**config.mk**
```make
export PLATFORM = sky130hd
export DESIGN_NAME = iiitb_param_fifo
export DESIGN_NICKNAME = d
export VERILOG_FILES = /design/src/rtl/iiitb_param_fifo.sv
export SDC_FILE = /design/constraint.sdc
export NUM_CORES = 1
export LEC_CHECK = 0
export CAP_MARGIN = 40
export CELL_PAD_IN_SITES_DETAIL_PLACEMENT = 0
export CELL_PAD_IN_SITES_GLOBAL_PLACEMENT = 1
export CORE_MARGIN = 4
export CORE_UTILIZATION = 43
export CTS_CLUSTER_DIAMETER = 120
export DETAILED_ROUTE_END_ITERATION = 12
export PLACE_DENSITY = 0.8
export SYNTH_ARGS = -nofsm -noshare
export SYNTH_HDL_FRONTEND = slang
export SYNTH_SLANG_ARGS = --single-unit
```
**constraint.sdc**
```tcl
create_clock -name clock -period 2.4 [get_ports clock]
set_input_delay 0.48 -clock clock [delete_from_list [all_inputs] [get_ports clock]]
set_output_delay 0.48 -clock clock [all_outputs]
set_load 0.1 [all_outputs]
```
**src/rtl/iiitb_param_fifo.sv**
```systemverilog
// Parametrised synchronous FIFO with a level counter, threshold flags, and sticky
// overflow/underflow errors. Read mode is selectable: registered read or first-word-fall-through.
module iiitb_param_fifo #(
  parameter int DATA_WIDTH          = 8,
  parameter int ADDR_WIDTH          = 3,
  parameter int ALMOST_FULL_THRESH  = 6,
  parameter int ALMOST_EMPTY_THRESH = 2,
  parameter int FWFT                = 0
) (
  input  logic                  clock,
  input  logic                  reset,
  input  logic                  write_Enable,
  input  logic                  read_Enable,
  input  logic [DATA_WIDTH-1:0] buffer_Input,
  input  logic                  clear_Errors,
  output logic [DATA_WIDTH-1:0] buffer_Output,
  output logic                  output_Valid,
  output logic                  sig_Full,
  output logic                  sig_Empty,
  output logic                  sig_Almost_Full,
  output logic                  sig_Almost_Empty,
  output logic [ADDR_WIDTH:0]   fill_Level,
  output logic                  sig_Overflow,
  output logic                  sig_Underflow
);

  localparam int DEPTH = 2 ** ADDR_WIDTH;

  localparam logic [ADDR_WIDTH:0]   LVL_DEPTH = (ADDR_WIDTH+1)'(DEPTH);
  localparam logic [ADDR_WIDTH:0]   LVL_AF    = (ADDR_WIDTH+1)'(ALMOST_FULL_THRESH);
  localparam logic [ADDR_WIDTH:0]   LVL_AE    = (ADDR_WIDTH+1)'(ALMOST_EMPTY_THRESH);
  localparam logic [ADDR_WIDTH:0]   LVL_ONE   = (ADDR_WIDTH+1)'(1);
  localparam logic [ADDR_WIDTH-1:0] PTR_ONE   = ADDR_WIDTH'(1);

  logic [DATA_WIDTH-1:0] mem [DEPTH];
  logic [ADDR_WIDTH-1:0] wr_ptr;
  logic [ADDR_WIDTH-1:0] rd_ptr;
  logic [ADDR_WIDTH:0]   level;
  logic                  wr_acc;
  logic                  rd_acc;

  // Every status flag is a pure decode of the level, so flags and level move on the same edge.
  assign fill_Level       = level;
  assign sig_Full         = (level == LVL_DEPTH);
  assign sig_Empty        = (level == '0);
  assign sig_Almost_Full  = (level >= LVL_AF);
  assign sig_Almost_Empty = (level <= LVL_AE);

  // A full FIFO still takes a write when a read frees a slot on the same edge.
  assign rd_acc = read_Enable & ~sig_Empty;
  assign wr_acc = write_Enable & (~sig_Full | rd_acc);

  // NOTE: sequential state uses non-blocking assignments so every register samples pre-edge values.
  always_ff @(posedge clock or negedge reset) begin
    if (!reset) begin
      wr_ptr        <= '0;
      rd_ptr        <= '0;
      level         <= '0;
      sig_Overflow  <= 1'b0;
      sig_Underflow <= 1'b0;
    end else begin
      if (wr_acc) wr_ptr <= wr_ptr + PTR_ONE;
      if (rd_acc) rd_ptr <= rd_ptr + PTR_ONE;

      case ({wr_acc, rd_acc})
        2'b10:   level <= level + LVL_ONE;
        2'b01:   level <= level - LVL_ONE;
        default: level <= level;
      endcase

      // A new error in the clearing cycle must survive, so the set term has priority.
      if (write_Enable && !wr_acc) sig_Overflow <= 1'b1;
      else if (clear_Errors)       sig_Overflow <= 1'b0;

      if (read_Enable && !rd_acc)  sig_Underflow <= 1'b1;
      else if (clear_Errors)       sig_Underflow <= 1'b0;
    end
  end

  // NOTE: the storage array has no reset; the level counter alone decides which entries are live.
  always_ff @(posedge clock) begin
    if (wr_acc) mem[wr_ptr] <= buffer_Input;
  end

  if (FWFT != 0) begin : g_fwft
    assign buffer_Output = mem[rd_ptr];
    assign output_Valid  = ~sig_Empty;
  end else begin : g_registered
    logic [DATA_WIDTH-1:0] rd_data;
    logic                  rd_valid;

    always_ff @(posedge clock or negedge reset) begin
      if (!reset) begin
        rd_data  <= '0;
        rd_valid <= 1'b0;
      end else begin
        rd_valid <= rd_acc;
        if (rd_acc) rd_data <= mem[rd_ptr];
      end
    end

    assign buffer_Output = rd_data;
    assign output_Valid  = rd_valid;
  end

endmodule

```
* Word-level counts from Yosys, hierarchy flattened
Memories as Yosys holds them, arrays and structs flattened. A register that Yosys moved wholly into a read port is not among the register bits.
Cells that the tools add are included.
Widths: inputs -> output; s select.
** Word-level totals
- Register bits :: 13
- RAM bits :: 64
- Input port bits :: 13
- Output and inout port bits :: 19
- Logic and storage cells :: 36
- Memories :: 1
** Memories
- mem :: depth 8, bits a word 8, rd ports 1, clocked after memory_dff 1, write ports 1, line 35 : logic [DATA_WIDTH-1:0] mem [DEPTH];
** Cells by class
- Add/sub/neg operators :: 4
- Order comparisons :: 2
- Equal/unequal tests :: 3
- Multiplexer cells :: 6
- Bitwise operators :: 5
- Reductions and logical operators :: 9
** Operators by type and width (number)
- $pmux 4 s2 :: 1
- $add 3x1->3 const B :: 2
- $reduce_bool 2->1 :: 3
- $mux 1 :: 5
- $add 4x1->4 const B :: 1
- $eq 4x4->1 const B :: 1
- $ge 4x3->1 const B :: 1
- $le 4x2->1 const B :: 1
- $logic_not 4->1 :: 1
- $sub 4x1->4 const B :: 1
- $logic_not 1->1 :: 3
- $and 1x1->1 :: 2
- $eq 2x1->1 const B :: 1
- $eq 2x2->1 const B :: 1
- $logic_and 1x1->1 :: 2
- $not 1->1 :: 2
- $or 1x1->1 :: 1

* Longest topological paths before layout
- Word-level depth :: 8
- Depth in mapped cells :: 12
- Mapped depth without buffers :: 10

* Worst setup path before layout
No wires, ideal clock.
- Kind :: register to register
- Start point :: register level[1] (netlist: fill_Level[1])
- End point :: register level[2] (netlist: fill_Level[2])
- Setup time :: 0.168 ns
- Arrival :: 3.621 ns
- Data required time :: 2.232 ns
- Setup slack :: -1.389 ns
- Stages on the path, launching flop included :: 13
- Buffers on the path :: 2
- Clock period less this slack :: 3.789 ns
- Cell sequence :: dfrtp_1 > buf_6 > nor4_4 > nand2b_1 > buf_4 > inv_1 > ha_1 > xor2_1 > ha_1 > a21oi_1 > xor2_1 > nor2_1 > xor2_1
** On the way
- Cells in the longest elaborated chain, start to end :: 7
- Elaborated cells on any way between the ends :: 13
- Classes of those cells :: 2 x add/sub; 3 x eq/ne; 1 x mux; 5 x bitwise; 2 x reduce/logical
** RTL lines
- start, declared :: line 38 : logic [ADDR_WIDTH:0] level;
- start signal, assigned :: line 66 : 2'b10: level <= level + LVL_ONE;
- start signal, assigned :: line 67 : 2'b01: level <= level - LVL_ONE;
- start signal, assigned :: line 68 : default: level <= level;
- $logic_not 4->1 * :: line 45 : assign sig_Empty = (level == '0);
- named net sig_Empty :: line 19 : output logic sig_Empty,
- $not 1->1 * :: line 50 : assign rd_acc = read_Enable & ~sig_Empty;
- $and 1x1->1 * :: line 50
- named net rd_acc :: line 40 : logic rd_acc;
- $or 1x1->1 :: line 51 : assign wr_acc = write_Enable & (~sig_Full | rd_acc);
- $and 1x1->1 :: line 51
- $eq 2x1->1 or $eq 2x2->1 (tied branches) :: line 65 : case ({wr_acc, rd_acc})
- $pmux 4 s2 or $reduce_bool 2->1 (tied branches)
Mark *: on every way through the listed nets, which the timed path passes. The rest lies on a longest branch.
A chain may end at the register's enable or synchronous reset.

* Worst setup path after layout
- Start point :: register level[0] (netlist: fill_Level[0])
- End point :: register level[2] (netlist: fill_Level[2])
** On the way
- Cells in the longest elaborated chain, start to end :: 7
- Elaborated cells on any way between the ends :: 13
- Classes of those cells :: 2 x add/sub; 3 x eq/ne; 1 x mux; 5 x bitwise; 2 x reduce/logical
** RTL lines (line)
- $logic_not 4->1 :: 45
- $not 1->1 :: 50
- $and 1x1->1 :: 50
- $or 1x1->1 :: 51
- $and 1x1->1 :: 51
- $eq 2x1->1 or $eq 2x2->1 (tied branches) :: 65
- $pmux 4 s2 or $reduce_bool 2->1 (tied branches)
Parallel ways exist; a longest one is shown, timed or not.

==> metrics.md <==
| Metric | Value |
|---|---|
| Outcome | `finished clean` |
| Critical path fanouts, max | `3` |
| Clock power share | `~17%` |
| Post-Synth Simple-Gate Area | `6.71%` |
| Area grow syn2layout | `22.1%` |
| Grt met2 use | `20.8%` |
| M1 GR Usage | `18.4%` |
| Seq/Total Area, Yosys | `70.2%` |
| Crit path kind | `flip-flop to flip-flop` |
| Synth unique cells | `31` |
| F_max | `432 MHz` |
| WP data required | `between 2000 and 3000 ps` |
| GRT Total Usage | `13.5%` |
| Root buf cell | `clkbuf_8` |
| GR Util met3 | `2.57%` |
| XOR/XNOR Fraction of Synth Area | `2.01%` |
| Sw Pwr | `2.57 mW` |
| Post-route cell area | `around 4300 um2` |
| Dpl ws | `between 3 and 4 ps` |
| GRT busiest layer | `met2` |
| Clk_lat worst skew | `around 350 ps` |
| Drt first pass iters | `4` |
| Detail Placement HPWL | `4090 um` |
| Drt wl/cell | `around 16 um` |
| Hold_buf cts | `0` |
| Slew @ Worst Pin | `about 640 ps` |
| Nets@finish | `slightly below 300` |
| Synth Area in Compound Gates | `6.53%` |
| Clk slew on worst S/H paths | `roughly 80 ps` |
| DRT antenna net count | `0` |
| Placer Congestion | `0.709` |
| Final setup vio count | `0` |
| Unrepaired setup endpoints after global routing | `true` |
| Final hold vios | `0` |
| Sequential share of power | `between 30% and 40%` |
| Max Buffers Root-to-Sink | `2` |
| Core ar. | `7810 um2` |
| Sw frac | `43.5%` |
| Syn avg cell area | `15.6 um2` |
| Most common cell after layout, fill and taps aside | `edfxtp_1` |
| Comb power frac | `47.7%` |
| TritonCTS clock tree | `done` |
| Die W | `just under 100 um` |
| Rows | `32` |
| Adder-cell share of the synthesized area | `around 1.8%` |
| Initial antenna violation count | `0` |
| YS warnings | `0` |
| Commonest cells after routing, fill and taps aside | `edfxtp_1, buf_4, nand2_1, mux2_2, dfrtp_1` |
| Hold Path Class | `primary input to asynchronous set/reset pin` |
| PortBufs | `31` |
| Share of layout cells above drive strength 1 | `32.0%` |
| Cell internal pwr | `around 3.3 mW` |
| Filler Cell Count | `628` |
| DIE AREA | `slightly below 10000 um2` |
| Slew Viols, Final | `0` |
| Die Y-Extent | `around 98 um` |
| Total CTS buffers | `9` |
| Syn_nets | `241` |
| VDD IR max | `0.609 mV` |
| Number of max-cap violations | `0` |
| Ant. Diodes | `0` |
| Global-route wire length before repair | `9920 um` |
| Post-CTS setup buffers | `0` |
| Pwr Total | `5.92 mW` |
| Final Cycle Share | `between 90% and 100%` |
| Largest family of logic cells by synthesized area | `multiplexers` |
| Flops & latches, synth | `85` |
| Post-Syn Area | `between 3000 and 4000 um2` |
| Clk sink count | `85` |
| Gate count after technology mapping | `223` |
| Detailed-route DRC error count | `0` |
| Drt total wl | `6120 um` |
| Final min period | `between 2000 and 2500 ps` |
| Largest net degree at the start of global routing | `27` |
| Vias in the first global route | `~1900` |
| Lkg Pwr | `1.59 nW` |
| Max_slew headroom | `57.2%` |
| Pwr Density | `1390 nW/um2` |
| Via density | `4.99` |
| Routed vias | `1913` |
| Slack of the critical path | `83.8 ps` |
| I/O pins | `32` |
| Final Skew | `13.2 ps` |
| CP arrival | `2550 ps` |
| Worst setup SP type | `flip-flop` |
| Mux share of post-synthesis cell area | `10.1%` |
| Starting density of the core | `44.7%` |
| CP Capture Type | `flip-flop` |
| Initial DRC count | `85` |
| Post-cts sizing count | `0` |
| GRT Residual Overflow | `0` |
| Fin Setup TNS | `0 ps` |
| H-tree Lvls | `3` |
| Placed cell areas | `4030 um2` |
power by group through the flow:
stage                     registers [mW]  clock network, mW  logic (mW)
after floorplan                     2.94                  0        1.30
after global placement              2.09                  0        2.78
after detailed placement            2.11                  0        2.80
after CTS                           2.07               1.05        2.82
after global routing                2.11               1.12        2.99
final                               2.07               1.03        2.82
logic make-up after synthesis:
group / Yosys count
flip-flops: 85
AND/OR/NAND/NOR: 45
multiplexers: 33
AO/OA/AOI/OAI: 32
buffers and inverters: 15
XOR/XNOR: 8
adder cells (fa/ha/maj): 5
synthesized netlist by cell type:
master | instances | area, um2
buf_1 | 2 | 7.51
buf_4 | 4 | 30.0
nor2_1 | 8 | 30.0
nor4_4 | 1 | 21.3
buf_6 | 3 | 33.8
ha_1 | 5 | 62.6
a21oi_1 | 2 | 10.0
clkinv_2 | 1 | 5.00
nand2_1 | 22 | 82.6
a211oi_1 | 1 | 7.51
nor3b_1 | 1 | 7.51
mux2i_1 | 16 | 160
nand2b_2 | 1 | 8.76
or4b_4 | 1 | 13.8
o21a_4 | 1 | 15.0
nand2_2 | 1 | 6.26
edfxtp_1 | 64 | 1920
o21ai_0 | 2 | 10.0
nor3_1 | 2 | 10.0
o21ai_1 | 8 | 40.0
nand2b_1 | 6 | 37.5
nor2b_1 | 1 | 6.26
a221o_1 | 8 | 80.1
nor4bb_1 | 1 | 10.0
dfrtp_1 | 21 | 526
mux2_2 | 17 | 191
o22ai_1 | 9 | 56.3
xnor2_1 | 5 | 43.8
inv_1 | 5 | 18.8
xor2_1 | 3 | 26.3
o32ai_1 | 1 | 8.76
worst paths after layout:
kind	start	to	slack, ps	depth (start not counted)
worst max-delay path	fill_Level[0]$_DFFE_PN0P_	fill_Level[2]$_DFFE_PN0P_	80	10
worst min-delay path	reset	fill_Level[3]$_DFFE_PN0P_	470	2
worst max register to register	fill_Level[0]$_DFFE_PN0P_	fill_Level[2]$_DFFE_PN0P_	80	10
worst min register to register	buffer_Output[5]$_DFFE_PN0P_	buffer_Output[5]$_DFFE_PN0P_	490	2
max in group asynchronous	reset	fill_Level[1]$_DFFE_PN0P_	1680	2
min in group clock	buffer_Output[5]$_DFFE_PN0P_	buffer_Output[5]$_DFFE_PN0P_	490	2
stage by stage:
step           hold WS, ps  std cells  utilization, %
3_3_place_gp           469        367            51.6
6_report               474        383            54.6
5_1_grt                495        383            54.6
2_1_floorplan          184        223               -
4_1_cts                474        383            54.2
3_5_place_dp           476        367            51.6
registers in the layout (all words and copies together) (netlist names):
name / flops
mem: 64
buffer_Output: 8
fill_Level: 4
rd_ptr: 3
wr_ptr: 3
output_Valid: 1
sig_Overflow: 1
sig_Underflow: 1
routing by layer:
layer  wire length (um)  vias to the layer above  share of wire [%]
li1                   -                      943                  -
met5                  0                        -                  0
met2               2820                       45                 46
met4                147                        0                2.4
met1               2880                      915                 47
met3                270                       10                4.4
layout make-up:
class / count / area [um2] / area share, %
flip-flops and latches: 85 / 2460 / 57.7
well taps: 102 / 128 / 3.00
multi-input cells: 123 / 985 / 23.1
clock inverters: 6 / 68.8 / 1.62
clock buffers: 10 / 138 / 3.23
inverters: 6 / 28.8 / 0.676
repair buffers: 51 / 454 / 10.7
critical path: stages, from the launching register on:
cell and delay (ps):
dfrtp_4 480, or4b_4 550, o21a_4 220, inv_4 70
ha_4 150, xor2_2 160, ha_2 200, a21oi_2 40
xor2_1 130, nor2_1 60, xor2_1 160
Power figures use the tool's default switching activity.
